**config.mk**
```make
export PLATFORM = sky130hd
export DESIGN_NAME = rob_commit_unit_flat
export DESIGN_NICKNAME = d
export VERILOG_FILES = /design/src/rtl/rob_commit_if.sv /design/src/rtl/rob_commit_unit.sv /design/src/flat_wrapper.sv
export SDC_FILE = /design/constraint.sdc
export NUM_CORES = 1
export LEC_CHECK = 0
export CAP_MARGIN = 40
export CORE_ASPECT_RATIO = 0.75
export CORE_MARGIN = 2
export CORE_UTILIZATION = 44
export CTS_CLUSTER_SIZE = 14
export DETAILED_ROUTE_END_ITERATION = 10
export HOLD_SLACK_MARGIN = 0.06
export PLACE_DENSITY = 0.82
export REMOVE_ABC_BUFFERS = 1
export SLEW_MARGIN = 25
export SYNTH_ARGS = -nofsm -noshare
export SYNTH_HDL_FRONTEND = slang
export SYNTH_SLANG_ARGS = --single-unit
```
**constraint.sdc**
```tcl
create_clock -name clk -period 2.7 [get_ports clk]
set_input_delay 0.54 -clock clk [delete_from_list [all_inputs] [get_ports clk]]
set_output_delay 0.54 -clock clk [all_outputs]
set_load 0.1 [all_outputs]
```
**src/rtl/rob_commit_if.sv**
```systemverilog
// ============================================================================
// rob_commit_if : ROB-head / writeback / store / flush / BHT signals of the retire stage
// Rev 1.0
// ============================================================================
`default_nettype none

interface rob_commit_if #(
   parameter int DATA_WIDTH = 16,
   parameter int CNT_WIDTH  = 16
);
   logic                  rob_empty;
   logic                  rob_valid;
   logic [3:0]            rob_inst;
   logic [2:0]            rob_dest;
   logic [DATA_WIDTH-1:0] rob_value;
   logic                  rob_predict;
   logic [15:0]           rob_orig_pc;
   logic [3:0]            rob_bht;
   logic                  store_ack;

   logic                  rob_re;
   logic                  reg_ld;
   logic [2:0]            reg_dest;
   logic [DATA_WIDTH-1:0] reg_value;
   logic                  store_commit;
   logic                  flush;
   logic [15:0]           pc_redirect;
   logic                  bht_ld;
   logic [15:0]           bht_pc;
   logic [3:0]            bht_new;
   logic [CNT_WIDTH-1:0]  retire_count;
   logic [CNT_WIDTH-1:0]  mispredict_count;

   modport master (
      output rob_empty, rob_valid, rob_inst, rob_dest, rob_value,
             rob_predict, rob_orig_pc, rob_bht, store_ack,
      input  rob_re, reg_ld, reg_dest, reg_value, store_commit, flush,
             pc_redirect, bht_ld, bht_pc, bht_new, retire_count, mispredict_count
   );

   modport slave (
      input  rob_empty, rob_valid, rob_inst, rob_dest, rob_value,
             rob_predict, rob_orig_pc, rob_bht, store_ack,
      output rob_re, reg_ld, reg_dest, reg_value, store_commit, flush,
             pc_redirect, bht_ld, bht_pc, bht_new, retire_count, mispredict_count
   );
endinterface

`default_nettype wire

```
**src/rtl/rob_commit_unit.sv**
```systemverilog
// ============================================================================
// rob_commit_unit : in-order retire of the ROB head with store handshake and mispredict flush
// Rev 1.0
// ============================================================================
`default_nettype none

module rob_commit_unit #(
   parameter int FLUSH_CYCLES = 2,
   parameter int CNT_WIDTH    = 16
) (
   input  wire logic     clk,
   input  wire logic     reset_n,
   rob_commit_if.slave   bus
);

   localparam int FCW = (FLUSH_CYCLES > 1) ? $clog2(FLUSH_CYCLES) : 1;
   localparam logic [FCW-1:0] c_FLUSH_LOAD = FCW'(FLUSH_CYCLES - 1);

   localparam logic [3:0] c_OP_BR   = 4'd0;
   localparam logic [3:0] c_OP_ADD  = 4'd1;
   localparam logic [3:0] c_OP_LDB  = 4'd2;
   localparam logic [3:0] c_OP_STB  = 4'd3;
   localparam logic [3:0] c_OP_JSR  = 4'd4;
   localparam logic [3:0] c_OP_AND  = 4'd5;
   localparam logic [3:0] c_OP_LDR  = 4'd6;
   localparam logic [3:0] c_OP_STW  = 4'd7;
   localparam logic [3:0] c_OP_NOT  = 4'd9;
   localparam logic [3:0] c_OP_LDI  = 4'd10;
   localparam logic [3:0] c_OP_STI  = 4'd11;
   localparam logic [3:0] c_OP_SHF  = 4'd13;
   localparam logic [3:0] c_OP_LEA  = 4'd14;
   localparam logic [3:0] c_OP_TRAP = 4'd15;

   typedef enum logic [1:0] {
      S_COMMIT     = 2'd0,
      S_STORE_WAIT = 2'd1,
      S_FLUSH      = 2'd2
   } state_t;

   state_t               r_state;
   logic [FCW-1:0]       r_flush_cnt;
   logic                 r_flush;
   logic [15:0]          r_pc_redirect;
   logic [CNT_WIDTH-1:0] r_retire_count;
   logic [CNT_WIDTH-1:0] r_mispredict_count;

   logic        w_ready;
   logic        w_is_br;
   logic        w_is_store;
   logic        w_writes_reg;
   logic [15:0] w_next_pc;
   logic        w_taken;
   logic        w_mispredict;
   logic        w_rob_re;
   logic        w_reg_ld;
   logic        w_store_commit;
   logic        w_bht_ld;

   assign w_ready   = !bus.rob_empty && bus.rob_valid;
   assign w_next_pc = 16'(bus.rob_value);
   assign w_taken   = (w_next_pc != (bus.rob_orig_pc + 16'd2));

   always_comb begin
      w_is_br      = 1'b0;
      w_is_store   = 1'b0;
      w_writes_reg = 1'b0;
      unique case (bus.rob_inst)
         c_OP_BR:                       w_is_br      = 1'b1;
         c_OP_STB, c_OP_STW, c_OP_STI:  w_is_store   = 1'b1;
         c_OP_ADD, c_OP_AND, c_OP_NOT,
         c_OP_LDB, c_OP_LDR, c_OP_LDI,
         c_OP_LEA, c_OP_SHF,
         c_OP_JSR, c_OP_TRAP:           w_writes_reg = 1'b1;
         default:                       ;
      endcase
   end

   // Strobes are forced low during reset regardless of the head contents.
   always_comb begin
      w_rob_re       = 1'b0;
      w_reg_ld       = 1'b0;
      w_store_commit = 1'b0;
      w_bht_ld       = 1'b0;
      if (reset_n) begin
         unique case (r_state)
            S_COMMIT: begin
               if (w_ready) begin
                  if (w_is_store) begin
                     w_store_commit = 1'b1;
                  end else begin
                     w_rob_re = 1'b1;
                     w_reg_ld = w_writes_reg;
                     w_bht_ld = w_is_br;
                  end
               end
            end
            S_STORE_WAIT: w_rob_re = bus.store_ack;
            default:      ;
         endcase
      end
   end

   assign w_mispredict = w_bht_ld && (w_taken != bus.rob_predict);

   always_ff @(posedge clk or negedge reset_n) begin
      if (!reset_n) begin
         r_state            <= S_COMMIT;
         r_flush_cnt        <= '0;
         r_flush            <= 1'b0;
         r_pc_redirect      <= 16'd0;
         r_retire_count     <= '0;
         r_mispredict_count <= '0;
      end else begin
         if (w_rob_re) r_retire_count <= r_retire_count + 1'b1;
         unique case (r_state)
            S_COMMIT: begin
               if (w_mispredict) begin
                  r_mispredict_count <= r_mispredict_count + 1'b1;
                  r_flush            <= 1'b1;
                  r_pc_redirect      <= w_next_pc;
                  r_flush_cnt        <= c_FLUSH_LOAD;
                  r_state            <= S_FLUSH;
               end else if (w_store_commit) begin
                  r_state <= S_STORE_WAIT;
               end
            end
            // The ack is only honoured here, never in the cycle the store is released.
            S_STORE_WAIT: begin
               if (bus.store_ack) r_state <= S_COMMIT;
            end
            S_FLUSH: begin
               if (r_flush_cnt == '0) begin
                  r_flush <= 1'b0;
                  r_state <= S_COMMIT;
               end else begin
                  r_flush_cnt <= r_flush_cnt - 1'b1;
               end
            end
            default: r_state <= S_COMMIT;
         endcase
      end
   end

   assign bus.rob_re           = w_rob_re;
   assign bus.reg_ld           = w_reg_ld;
   assign bus.reg_dest         = bus.rob_dest;
   assign bus.reg_value        = bus.rob_value;
   assign bus.store_commit     = w_store_commit;
   assign bus.flush            = r_flush;
   assign bus.pc_redirect      = r_pc_redirect;
   assign bus.bht_ld           = w_bht_ld;
   assign bus.bht_pc           = bus.rob_orig_pc;
   assign bus.bht_new          = {bus.rob_bht[2:0], w_taken};
   assign bus.retire_count     = r_retire_count;
   assign bus.mispredict_count = r_mispredict_count;

endmodule

`default_nettype wire

```
**src/flat_wrapper.sv**
```systemverilog
// flat-port wrapper written by rule: the top's interface ports become plain ports
module rob_commit_unit_flat 
#(
   parameter int FLUSH_CYCLES = 2,
   parameter int CNT_WIDTH    = 16
)
  (clk, reset_n, bus_rob_empty, bus_rob_valid, bus_rob_inst, bus_rob_dest, bus_rob_value, bus_rob_predict, bus_rob_orig_pc, bus_rob_bht, bus_store_ack, bus_rob_re, bus_reg_ld, bus_reg_dest, bus_reg_value, bus_store_commit, bus_flush, bus_pc_redirect, bus_bht_ld, bus_bht_pc, bus_bht_new, bus_retire_count, bus_mispredict_count);
  rob_commit_if #(.DATA_WIDTH(16), .CNT_WIDTH(CNT_WIDTH)) bus_i ();
  input  wire logic clk;
  input  wire logic reset_n;
  input wire logic [$bits(bus_i.rob_empty)-1:0] bus_rob_empty;
  input wire logic [$bits(bus_i.rob_valid)-1:0] bus_rob_valid;
  input wire logic [$bits(bus_i.rob_inst)-1:0] bus_rob_inst;
  input wire logic [$bits(bus_i.rob_dest)-1:0] bus_rob_dest;
  input wire logic [$bits(bus_i.rob_value)-1:0] bus_rob_value;
  input wire logic [$bits(bus_i.rob_predict)-1:0] bus_rob_predict;
  input wire logic [$bits(bus_i.rob_orig_pc)-1:0] bus_rob_orig_pc;
  input wire logic [$bits(bus_i.rob_bht)-1:0] bus_rob_bht;
  input wire logic [$bits(bus_i.store_ack)-1:0] bus_store_ack;
  output wire logic [$bits(bus_i.rob_re)-1:0] bus_rob_re;
  output wire logic [$bits(bus_i.reg_ld)-1:0] bus_reg_ld;
  output wire logic [$bits(bus_i.reg_dest)-1:0] bus_reg_dest;
  output wire logic [$bits(bus_i.reg_value)-1:0] bus_reg_value;
  output wire logic [$bits(bus_i.store_commit)-1:0] bus_store_commit;
  output wire logic [$bits(bus_i.flush)-1:0] bus_flush;
  output wire logic [$bits(bus_i.pc_redirect)-1:0] bus_pc_redirect;
  output wire logic [$bits(bus_i.bht_ld)-1:0] bus_bht_ld;
  output wire logic [$bits(bus_i.bht_pc)-1:0] bus_bht_pc;
  output wire logic [$bits(bus_i.bht_new)-1:0] bus_bht_new;
  output wire logic [$bits(bus_i.retire_count)-1:0] bus_retire_count;
  output wire logic [$bits(bus_i.mispredict_count)-1:0] bus_mispredict_count;
  assign bus_i.rob_empty = bus_rob_empty;
  assign bus_i.rob_valid = bus_rob_valid;
  assign bus_i.rob_inst = bus_rob_inst;
  assign bus_i.rob_dest = bus_rob_dest;
  assign bus_i.rob_value = bus_rob_value;
  assign bus_i.rob_predict = bus_rob_predict;
  assign bus_i.rob_orig_pc = bus_rob_orig_pc;
  assign bus_i.rob_bht = bus_rob_bht;
  assign bus_i.store_ack = bus_store_ack;
  assign bus_rob_re = bus_i.rob_re;
  assign bus_reg_ld = bus_i.reg_ld;
  assign bus_reg_dest = bus_i.reg_dest;
  assign bus_reg_value = bus_i.reg_value;
  assign bus_store_commit = bus_i.store_commit;
  assign bus_flush = bus_i.flush;
  assign bus_pc_redirect = bus_i.pc_redirect;
  assign bus_bht_ld = bus_i.bht_ld;
  assign bus_bht_pc = bus_i.bht_pc;
  assign bus_bht_new = bus_i.bht_new;
  assign bus_retire_count = bus_i.retire_count;
  assign bus_mispredict_count = bus_i.mispredict_count;
  rob_commit_unit #(.FLUSH_CYCLES(FLUSH_CYCLES), .CNT_WIDTH(CNT_WIDTH)) u_core (.clk(clk), .reset_n(reset_n), .bus(bus_i));
endmodule
```
==> impl_metrics.json <==
{
  "vias": 3344,
  "finalHoldWorstSlack_ns": 0.4045,
  "grt-ovfl-total": 0,
  "multi_input_area_um2": 1962,
  "dpl_worst_slack_ns": -0.7362,
  "worstPathRequired_ns": 2.16,
  "vdd_drop_max_mv": 0.9165,
  "final_cell_mix": "buf_4 (112), dfrtp_1 (52), buf_12 (39)",
  "relSlewSlack_pct": 55.41,
  "n_antenna_cell": 0,
  "coreArea_um2": 7466,
  "p_int_mw": 1.406,
  "pin_count": 141,
  "gp_congestion": 0.9266,
  "grt_pass1_wl_mm": 17.60,
  "stdcell_area_um2": 5597,
  "initial_utilization_pct": 46.05,
  "tritoncts": "yes",
  "drt_pass1_iterations": 5,
  "grt_start_max_net_pins": 53,
  "async_reset_ff_share_pct": 100.0,
  "avgViaCountPerCell": 5.518,
  "drc_errors": 0,
  "syn_inst": 347,
  "setup_viol": 8,
  "filler_cell_count": 472,
  "violations": "setup timing",
  "period_share_pct": 105.5,
  "clk_latency_ns": 0.31,
  "wl_mm": 10.97,
  "synth_top_area_share_pct": 37.85,
  "path_clk_slew_ns": 0.11,
  "worstSetupEndpointType": "primary output",
  "dp_hpwl_mm": 7.881,
  "antenna_found_initial": 0,
  "synthTopCellsByArea": "dfrtp_1 (38%), buf_4 (8.7%), xnor2_1 (7.4%)",
  "synth.avg_cell_area_um2": 9.909,
  "switching_power_mw": 1.196,
  "critPathArrivalTime_ns": 2.31,
  "die_area_um2": 8545,
  "synthDistinctLibCells": 48,
  "synth-edff-count": 0,
  "clockRootBuffer": "clkbuf_8",
  "path_max_fanout": 5,
  "setup_tns_ns": -0.2012,
  "rsz0062_at_grt": "yes",
  "maxSlewViolCount": 0,
  "skew_ns": 0.007456,
  "place_area_um2": 5224,
  "clock.fmax_mhz": 351.1,
  "register_area_um2": 1301,
  "ys_ff_latch": 52,
  "syn-cell-area_um2": 3438,
  "yosysWarnings": 0,
  "power_density_nw_per_um2": 464.9,
  "die_y_um": 80.56,
  "grt_pass1_vias": 3439,
  "startpoint_type": "primary input",
  "ant_nets": 0,
  "die_x_um": 106.1,
  "power_mw": 2.602,
  "layout_commonest_cell": "buf_4",
  "syn2layout_area_growth_pct": 62.77,
  "gr-usage-all-layers_pct": 25.98,
  "status": "complete, but fails checks",
  "drt_iter0_markers": 244,
  "drv_cap": 0,
  "hold_viol": 0,
  "synth_top_area_cell": "dfrtp_1",
  "hp-class": "in2async",
  "worst_pin_slew_ns": 0.6688,
  "nets": 556,
  "pwr-share-seq_pct": 34.4,
  "path_class": "in2out",
  "pwr-share-comb_pct": 47.1,
  "drive_gt1_share_pct": 43.76,
  "numCtsBuffers": 5,
  "ctsHoldBuffers": 0,
  "leakage_nw": 2.755,
  "p_sw_share_pct": 45.96,
  "port_buffers": 127,
  "synth-seq-area-share_pct": 37.85,
  "max-clock-path-buffers": 2,
  "ys.flop_type": "dfrtp_1",
  "wl_per_cell_um": 18.10,
  "rows": 27,
  "layout_setup_ws_ns": -0.1482,
  "p_clk_share_pct": 18.5,
  "htree_levels": 2,
  "period_minus_slack_ns": 2.848,
  "clkSinkCount": 52
}
-- cells by family after synthesis --
group,share of synthesized area (%)
xor+xnor,11.21
compound gates,3.893
simple gates,22.05
buf+inv,11.28
fa+ha+maj,1.092
mux,12.63
flops,37.85
-- per-layer routing --
| metal | part of all wire (%) | global-route usage (%) |
|---|---|---|
| met3 | 7.4 | 6.006 |
| met4 | 2.9 | 8.289 |
| met1 | 40 | 32.79 |
| met2 | 49 | 44.45 |
| met5 | 0 | 0 |
-- Yosys cell counts, types with 6 or more instances --
| master | count |
|---|---|
| nor2_1 | 17 |
| xnor2_1 | 29 |
| mux2i_1 | 18 |
| buf_4 | 40 |
| nand3_1 | 18 |
| and3_1 | 6 |
| mux2_1 | 7 |
| mux2_4 | 10 |
| nor3_1 | 16 |
| dfrtp_1 | 52 |
| xor2_1 | 15 |
| inv_1 | 11 |
| nor4_1 | 10 |
| nand4_1 | 15 |
| nand2_1 | 22 |
-- path summary, 6_finish.rpt --
check / startpoint / to / slack, ns / depth (start not counted)
max in group asynchronous: reset_n / u_core.bus.mispredict_count[15] / 1.85 / 2
hold / removal: reset_n / u_core.bus.retire_count[2] / 0.40 / 2
hold reg to reg: u_core.bus.retire_count[15] / u_core.bus.retire_count[15] / 0.48 / 1
setup / recovery: bus_rob_orig_pc[3] / bus_bht_new[0] / -0.15 / 8
min in group clk: u_core.bus.retire_count[15] / u_core.bus.retire_count[15] / 0.48 / 1
setup reg to reg: u_core.r_state[1] / u_core.bus.mispredict_count[10] / 0.36 / 6
-- worst max-delay path, cell delays in order --
cell     delay, ns
buf_2         0.14
buf_4         0.18
nor3b_1       0.29
o21a_1        0.25
o31ai_4       0.10
nor4b_2       0.33
nand4_1       0.24
buf_12        0.24
-- flip-flops by register name, summed over array words and instances (netlist names) --
| name | flops |
|---|---|
| u_core.bus.flush | 1 |
| u_core.bus.mispredict_count | 16 |
| u_core.bus.pc_redirect | 16 |
| u_core.bus.retire_count | 16 |
| u_core.r_flush_cnt | 1 |
| u_core.r_state | 2 |
-- power by group through the flow --
stage	Sequential (mW)	Combinational, mW	Clock, mW
floorplan	1.30	0.150	0
global placement	0.904	1.15	0
detailed placement	0.908	1.17	0
CTS	0.894	1.20	0.498
global route	0.904	1.26	0.536
finish	0.896	1.23	0.481
-- through the flow --
stage | util [%] | std cells
floorplan | - | 299
global placement | 69.97 | 588
detailed placement | 69.97 | 588
CTS | 74.28 | 606
global route | 74.96 | 606
finish | 74.96 | 606
-- layout make-up --
cell class              count  area share, %
repair buffers            198          36.98
multi-input cells         236          35.05
flip-flops and latches     52          23.25
well taps                 101          2.258
clock buffers               5          1.230
inverters                  11         0.7378
clock inverters             3         0.4918
-- what timing repair did --
| item | CTS | global route |
|---|---|---|
| cloned | 1 | 0 |
| setup buffers | 10 | 3 |
| endpoints found under the setup margin | 36 | 24 |
| pin swaps | 20 | 15 |
| resized for setup | 105 | 19 |
Note: power is estimated with default switching activity, not from simulation.
